<file path="src/rtl/fpu_mul_exp_pkg.sv">
// Shared definitions for the FP multiplier exponent pipe: special-operand
// class encoding and the signed internal width derivation.
package fpu_mul_exp_pkg;

  // Operand special class as presented on in_spec
  typedef enum logic [1:0] {
    SPEC_NORM = 2'd0,
    SPEC_ZERO = 2'd1,
    SPEC_INF  = 2'd2,
    SPEC_NAN  = 2'd3
  } spec_e;

  localparam int SPEC_W = 2;

  // Two extra bits hold the sum of two exponents and the sign after
  // subtracting the bias and the normalisation shift.
  function automatic int ext_w(input int exp_w);
    return exp_w + 2;
  endfunction

endpackage

</file>
<file path="src/rtl/fpu_exp_rnd_clamp.sv">
// Final-stage exponent resolution: applies the rounding carry, then
// classifies the result as underflow, overflow or in-range, and resolves
// special operand classes. Purely combinational; the caller registers it.
// Subnormal shift output is enabled by FPU_MUL_EXP_SUBNORM_EN.
module fpu_exp_rnd_clamp
  import fpu_mul_exp_pkg::*;
#(
  parameter int EXP_W = 11
) (
  input  logic                           vld,
  input  logic [SPEC_W-1:0]              spec,
  input  logic signed [ext_w(EXP_W)-1:0] s3,
  input  logic                           rnd_cout,
  input  logic                           rnd_to_inf,
  output logic [EXP_W-1:0]               res_exp,
  output logic                           res_of,
  output logic                           res_uf,
  output logic [ext_w(EXP_W)-1:0]        res_den
);

  localparam int EXT_W = ext_w(EXP_W);
  localparam logic signed [EXT_W-1:0] E_ZERO = '0;
  localparam logic signed [EXT_W-1:0] E_MAX  = EXT_W'((1 << EXP_W) - 1);
`ifdef FPU_MUL_EXP_SUBNORM_EN
  localparam logic signed [EXT_W-1:0] E_ONE  = EXT_W'(1);
`endif

  logic signed [EXT_W-1:0] e;

  // Overflow saturation: largest finite value unless rounding toward infinity
  function automatic logic [EXP_W-1:0] sat_exp(input logic to_inf);
    logic [EXP_W-1:0] ones;
    ones = '1;
    return to_inf ? ones : ones - EXP_W'(1);
  endfunction

  // Resolve the output exponent and exception flags for the current slot
  always_comb begin
    e       = s3 + $signed({{(EXT_W-1){1'b0}}, rnd_cout});
    res_exp = '0;
    res_of  = 1'b0;
    res_uf  = 1'b0;
    res_den = '0;
    if (vld) begin
      case (spec_e'(spec))
        SPEC_NORM: begin
          if (e <= E_ZERO) begin
            res_uf = 1'b1;
`ifdef FPU_MUL_EXP_SUBNORM_EN
            res_den = E_ONE - e;
`endif
          end else if (e >= E_MAX) begin
            res_of  = 1'b1;
            res_exp = sat_exp(rnd_to_inf);
          end else begin
            res_exp = e[EXP_W-1:0];
          end
        end
        SPEC_ZERO: res_exp = '0;
        SPEC_INF:  res_exp = '1;
        SPEC_NAN:  res_exp = '1;
        default:   res_exp = '0;
      endcase
    end
  end

endmodule

</file>
<file path="src/rtl/fpu_mul_exp_pipe.sv">
// Four-stage exponent pipe of a floating-point multiplier. Stages advance
// only when step is high; a synchronous active-low reset flushes all slots.
// Optional subnormal shift output: define FPU_MUL_EXP_SUBNORM_EN.
module fpu_mul_exp_pipe
  import fpu_mul_exp_pkg::*;
#(
  parameter int EXP_W = 11,
  parameter int BIAS  = 1023,
  parameter int LZ_W  = 7
) (
  input  logic                    rclk,
  input  logic                    rst_l,
  input  logic                    step,
  input  logic                    in_vld,
  input  logic [EXP_W-1:0]        in_exp1,
  input  logic [EXP_W-1:0]        in_exp2,
  input  logic [1:0]              in_spec,
  input  logic [LZ_W-1:0]         s3_ld0,
  input  logic                    s4_rnd_cout,
  input  logic                    rnd_to_inf,
  output logic                    out_vld,
  output logic [EXP_W-1:0]        out_exp,
  output logic                    out_of,
  output logic                    out_uf,
  output logic [ext_w(EXP_W)-1:0] den_shift
);

  localparam int EXT_W = ext_w(EXP_W);
  localparam logic signed [EXT_W-1:0] BIAS_X = EXT_W'(BIAS);

  logic                    vld_p1, vld_p2, vld_p3;
  logic [1:0]              spec_p1, spec_p2, spec_p3;
  logic [EXP_W-1:0]        exp1_p1, exp2_p1;
  logic signed [EXT_W-1:0] sum_p2, s3_p3;

  logic [EXP_W-1:0]        c_exp;
  logic                    c_of, c_uf;
  logic [EXT_W-1:0]        c_den;

  // S1: capture operands and class
  always_ff @(posedge rclk) begin
    if (!rst_l) begin
      vld_p1  <= 1'b0;
      spec_p1 <= '0;
      exp1_p1 <= '0;
      exp2_p1 <= '0;
    end else if (step) begin
      vld_p1  <= in_vld;
      spec_p1 <= in_spec;
      exp1_p1 <= in_exp1;
      exp2_p1 <= in_exp2;
    end
  end

  // S2: biased exponent sum
  always_ff @(posedge rclk) begin
    if (!rst_l) begin
      vld_p2  <= 1'b0;
      spec_p2 <= '0;
      sum_p2  <= '0;
    end else if (step) begin
      vld_p2  <= vld_p1;
      spec_p2 <= spec_p1;
      sum_p2  <= $signed({2'b00, exp1_p1}) + $signed({2'b00, exp2_p1}) - BIAS_X;
    end
  end

  // S3: subtract normalisation shift
  always_ff @(posedge rclk) begin
    if (!rst_l) begin
      vld_p3  <= 1'b0;
      spec_p3 <= '0;
      s3_p3   <= '0;
    end else if (step) begin
      vld_p3  <= vld_p2;
      spec_p3 <= spec_p2;
      s3_p3   <= sum_p2 - $signed({{(EXT_W-LZ_W){1'b0}}, s3_ld0});
    end
  end

  fpu_exp_rnd_clamp #(
    .EXP_W(EXP_W)
  ) u_clamp (
    .vld       (vld_p3),
    .spec      (spec_p3),
    .s3        (s3_p3),
    .rnd_cout  (s4_rnd_cout),
    .rnd_to_inf(rnd_to_inf),
    .res_exp   (c_exp),
    .res_of    (c_of),
    .res_uf    (c_uf),
    .res_den   (c_den)
  );

  // S4: register rounded, clamped result onto the outputs
  always_ff @(posedge rclk) begin
    if (!rst_l) begin
      out_vld   <= 1'b0;
      out_exp   <= '0;
      out_of    <= 1'b0;
      out_uf    <= 1'b0;
      den_shift <= '0;
    end else if (step) begin
      out_vld   <= vld_p3;
      out_exp   <= c_exp;
      out_of    <= c_of;
      out_uf    <= c_uf;
      den_shift <= c_den;
    end
  end

endmodule

</file>
<file path="config.mk">
export PLATFORM = sky130hd
export DESIGN_NAME = fpu_mul_exp_pipe
export DESIGN_NICKNAME = d
export VERILOG_FILES = /design/src/rtl/fpu_mul_exp_pkg.sv /design/src/rtl/fpu_exp_rnd_clamp.sv /design/src/rtl/fpu_mul_exp_pipe.sv
export SDC_FILE = /design/constraint.sdc
export NUM_CORES = 1
export LEC_CHECK = 0
export ABC_AREA = 0
export BUFFER_PORTS_ARGS = -buffer_cell sky130_fd_sc_hd__buf_2
export CAP_MARGIN = 20
export CORE_UTILIZATION = 50
export CTS_CLUSTER_SIZE = 12
export DETAILED_ROUTE_END_ITERATION = 6
export PLACE_DENSITY = 0.69
export SLEW_MARGIN = 20
export SYNTH_ARGS = -nofsm -noshare
export SYNTH_HDL_FRONTEND = slang
export SYNTH_SLANG_ARGS = --single-unit
export TNS_END_PERCENT = 30
</file>
<file path="constraint.sdc">
create_clock -name rclk -period 3.1 [get_ports rclk]
set_input_delay 0.155 -clock rclk [delete_from_list [all_inputs] [get_ports rclk]]
set_output_delay 0.155 -clock rclk [all_outputs]
set_load 0.005 [all_outputs]
</file>
==> impl_metrics.csv <==
group,metric,value,unit
worst_setup_path,worstPathMaxFanout,3,
floorplanning,die_w,92.5,um
layout,drive_above_1_share,15.2,%
detailed_routing,vias,3264,
placed_design,placed_cells,601,
synthesis,synth_area_per_cell,8.72,um^2
run_status,status,"complete, no violations",
worst_setup_path,required,3320,ps
sta,max_freq,361,MHz
detailed_routing,initialDrtViolationCount,120,
synthesis,synth-edff-count,0,
worst_hold_path,hold_path.class,"in2reg",
worst_setup_path,cp_slowest_stage_delay,410,ps
detailed_routing,routedWlPerCell,12.9,um
global_routing,grt_max_degree,37,
clocking,cts_root_buf,"clkbuf_8",
worst_setup_path,crit_path_end_kind,"register",
flow_run,drv_cap,0,
sta,slew_violations,0,
synthesis,synth_area_leaders,"dfxtp_1, ha_1, mux2i_1",
detailed_routing,antenna_left,0,
clocking,cts_buffers,9,
synthesis,yosys.area.top_type,"dfxtp_1",
worst_setup_path,path_depth,10,
worst_hold_path,min_path_cells,3,
placed_design,port_buffers,50,
sta,relSlewSlack,50.7,%
clocking,cts_tree,"yes",
worst_setup_path,crit_type,"reg2reg",
placed_design,dp_hpwl,6000,um
pwr,leakagePower,2.09,nW
worst_setup_path,critPathArrivalTime,3000,ps
floorplanning,ios,64,
clocking,hold_buffers,0,
pwr,ir_worst_vdd,0.000265,V
sta,skew,5.95,ps
global_routing,grt_pass1_wl,13800,um
worst_setup_path,critPathSlowestCell,"fa_1",
layout,num_antenna_cells,0,
global_routing,grt_pass1_vias,3197,
floorplanning,die-height,92.5,um
layout,final_cells,614,
global_routing,track_usage,19.9,%
pwr,powerDensity,469,nW/um^2
detailed_routing,first_pass_iters,4,
clocking,clk_latency,340,ps
layout,fin_util,57.4,%
worst_setup_path,cp_num_buf_inv,0,
worst_setup_path,path_cells,"ha_1, ha_1, fa_1, a21o_1, a21oi_1, nor2b_1, o21ai_0, a31oi_1, nor4b_1, a311o_1",
detailed_routing,drc,0,
clocking,htree_levels,3,
clocking,cts_setup_buffers,0,
synthesis,yosysMostFrequentCell,"dfxtp_1",
worst_setup_path,crit_family,"compound AO/OA/AOI/OAI gates",
placed_design,routabilityCongestion,0.861,
synthesis,synth_seq_area_share,34.7,%
sta,final_hold_viol_count,0,
synthesis,synth_top_area_share,34.7,%
layout,synthToLayoutAreaGrowth,9.41,%
global_routing,grt_overflow,0,
floorplanning,start_util,52.5,%
worst_setup_path,cp_common_cell,"ha_1",
clocking,clock_sinks,71,
floorplanning,die_area,8560,um^2
sta,finalWorstPathRequiredPeriod,2770,ps
synthesis,ys_warn_count,0,
floorplanning,fp.coreArea,7810,um^2
floorplanning,rows,32,
sta,tns,0,ps
synthesis,synthFlopType,"dfxtp_1",
worst_setup_path,r2r_cells,10,
pwr,finalPower,2.10,mW
sta,grt_setup_unrepaired,"no",
clocking,path_clk_slew,70,ps
detailed_routing,via_per_inst,5.32,
sta,finalSetupViolations,0,
layout,layout.nets,579,
synthesis,synth_common_cells,"dfxtp_1, nor2_1, mux2i_1",
sta,post-route-period-util,89.5,%
sta,worst_pin_slew,739,ps
synthesis,ys_types,59,
clocking,cts_buffer_depth,2,
worst_setup_path,crit_path_start_kind,"register",
synthesis,synthArstFlopShare,0,%
synthesis,syn_area,4100,um^2
clocking,cts_resized,0,
global_routing,antenna_found_initial,0,
synthesis,synthCells,470,
detailed_routing,routed_wl,7930,um
synthesis,synth-seq-cells,71,
-- layout make-up --
type | count | area (um^2)
Clock buffer | 11 | 131
Clock inverter | 2 | 35.0
Inverter | 22 | 82.6
Multi-Input combinational cell | 353 | 2410
Tap cell | 102 | 128
Sequential cell | 71 | 1420
Fill cell | 760 | 3330
Timing Repair Buffer | 53 | 273
-- layout by cell type, fill, tap and decap left out, drive strengths merged, types with 2 or more instances in the layout --
cell      n
dfxtp    71
o211ai    3
inv      22
a311oi    2
fa        2
nand2b    2
conb     13
a21oi    28
nand4     3
o21a      2
nor3      9
nor2     66
xnor2    14
o2bb2ai   2
ha       30
mux2i    36
nand2    29
o21ai    24
xor2     12
nand4b    2
or3       3
buf      53
or4       3
nor2b     5
a21o      7
nand3    22
a22oi     2
o31ai     3
nor4      3
and2      2
a211oi    9
clkbuf   11
a31oi     2
-- stage by stage --
step / area [um^2] / hold slack (ps) / setup WS, ps
floorplan: 4140 / 302 / 602
global placement: 4320 / 388 / 442
detailed placement: 4320 / 398 / 351
CTS: 4480 / 44.1 / 317
global route: 4480 / 36.8 / 93.0
finish: 4480 / 49.7 / 327
-- power breakdown --
part | leakage, nW | internal, mW | total [mW] | switching (mW)
registers | 0.583 | 0.968 | 1.03 | 0.0607
clock network | 0.0851 | 0.358 | 0.669 | 0.311
logic | 1.43 | 0.180 | 0.402 | 0.223
total | 2.09 | 1.51 | 2.10 | 0.595
-- flip-flops by register name, summed over array words and instances, names as in the netlist --
register	count
s3_p3	13
sum_p2	13
exp1_p1	11
exp2_p1	11
out_exp	11
spec_p1	2
spec_p2	2
spec_p3	2
out_of	1
out_uf	1
out_vld	1
vld_p1	1
vld_p2	1
vld_p3	1
-- tightest hold or removal path, cell delays in order --
cell and delay (ps):
buf_2 80, mux2i_1 50, nor2_1 70
-- cells by family (layout without fill, tap and decap cells) --
family	Yosys count	in the layout	share of synthesized area [%]
AO/OA/AOI/OAI	93	93	15.1
adder cells (fa/ha/maj)	32	32	10.1
XOR/XNOR	26	26	5.74
multiplexers	36	36	8.80
buffers and inverters	58	88	7.54
AND/OR/NAND/NOR	153	153	17.9
flip-flops	71	71	34.7
other	1	13	0.0915
-- final timing paths --
| kind | from | end | slack [ps] |
|---|---|---|---|
| worst max-delay path | exp1_p1[1]$_SDFFE_PN0P_ | sum_p2[11]$_SDFFE_PN0P_ | 330 |
| worst min-delay path | in_exp1[8] | exp1_p1[8]$_SDFFE_PN0P_ | 50 |
| worst max register to register | exp1_p1[1]$_SDFFE_PN0P_ | sum_p2[11]$_SDFFE_PN0P_ | 330 |
| worst min register to register | out_exp[3]$_SDFFE_PN0P_ | out_exp[3]$_SDFFE_PN0P_ | 430 |
-- routing by layer --
metal / up-vias / GRT usage, % / part of all wire [%]
met5: - / 0 / 0
met2: 61 / 36.2 / 50
met3: 14 / 5.67 / 3.6
met1: 1499 / 22.1 / 45
met4: 0 / 6.51 / 2.0
li1: 1690 / - / -
(Power assumes the default switching activity.)
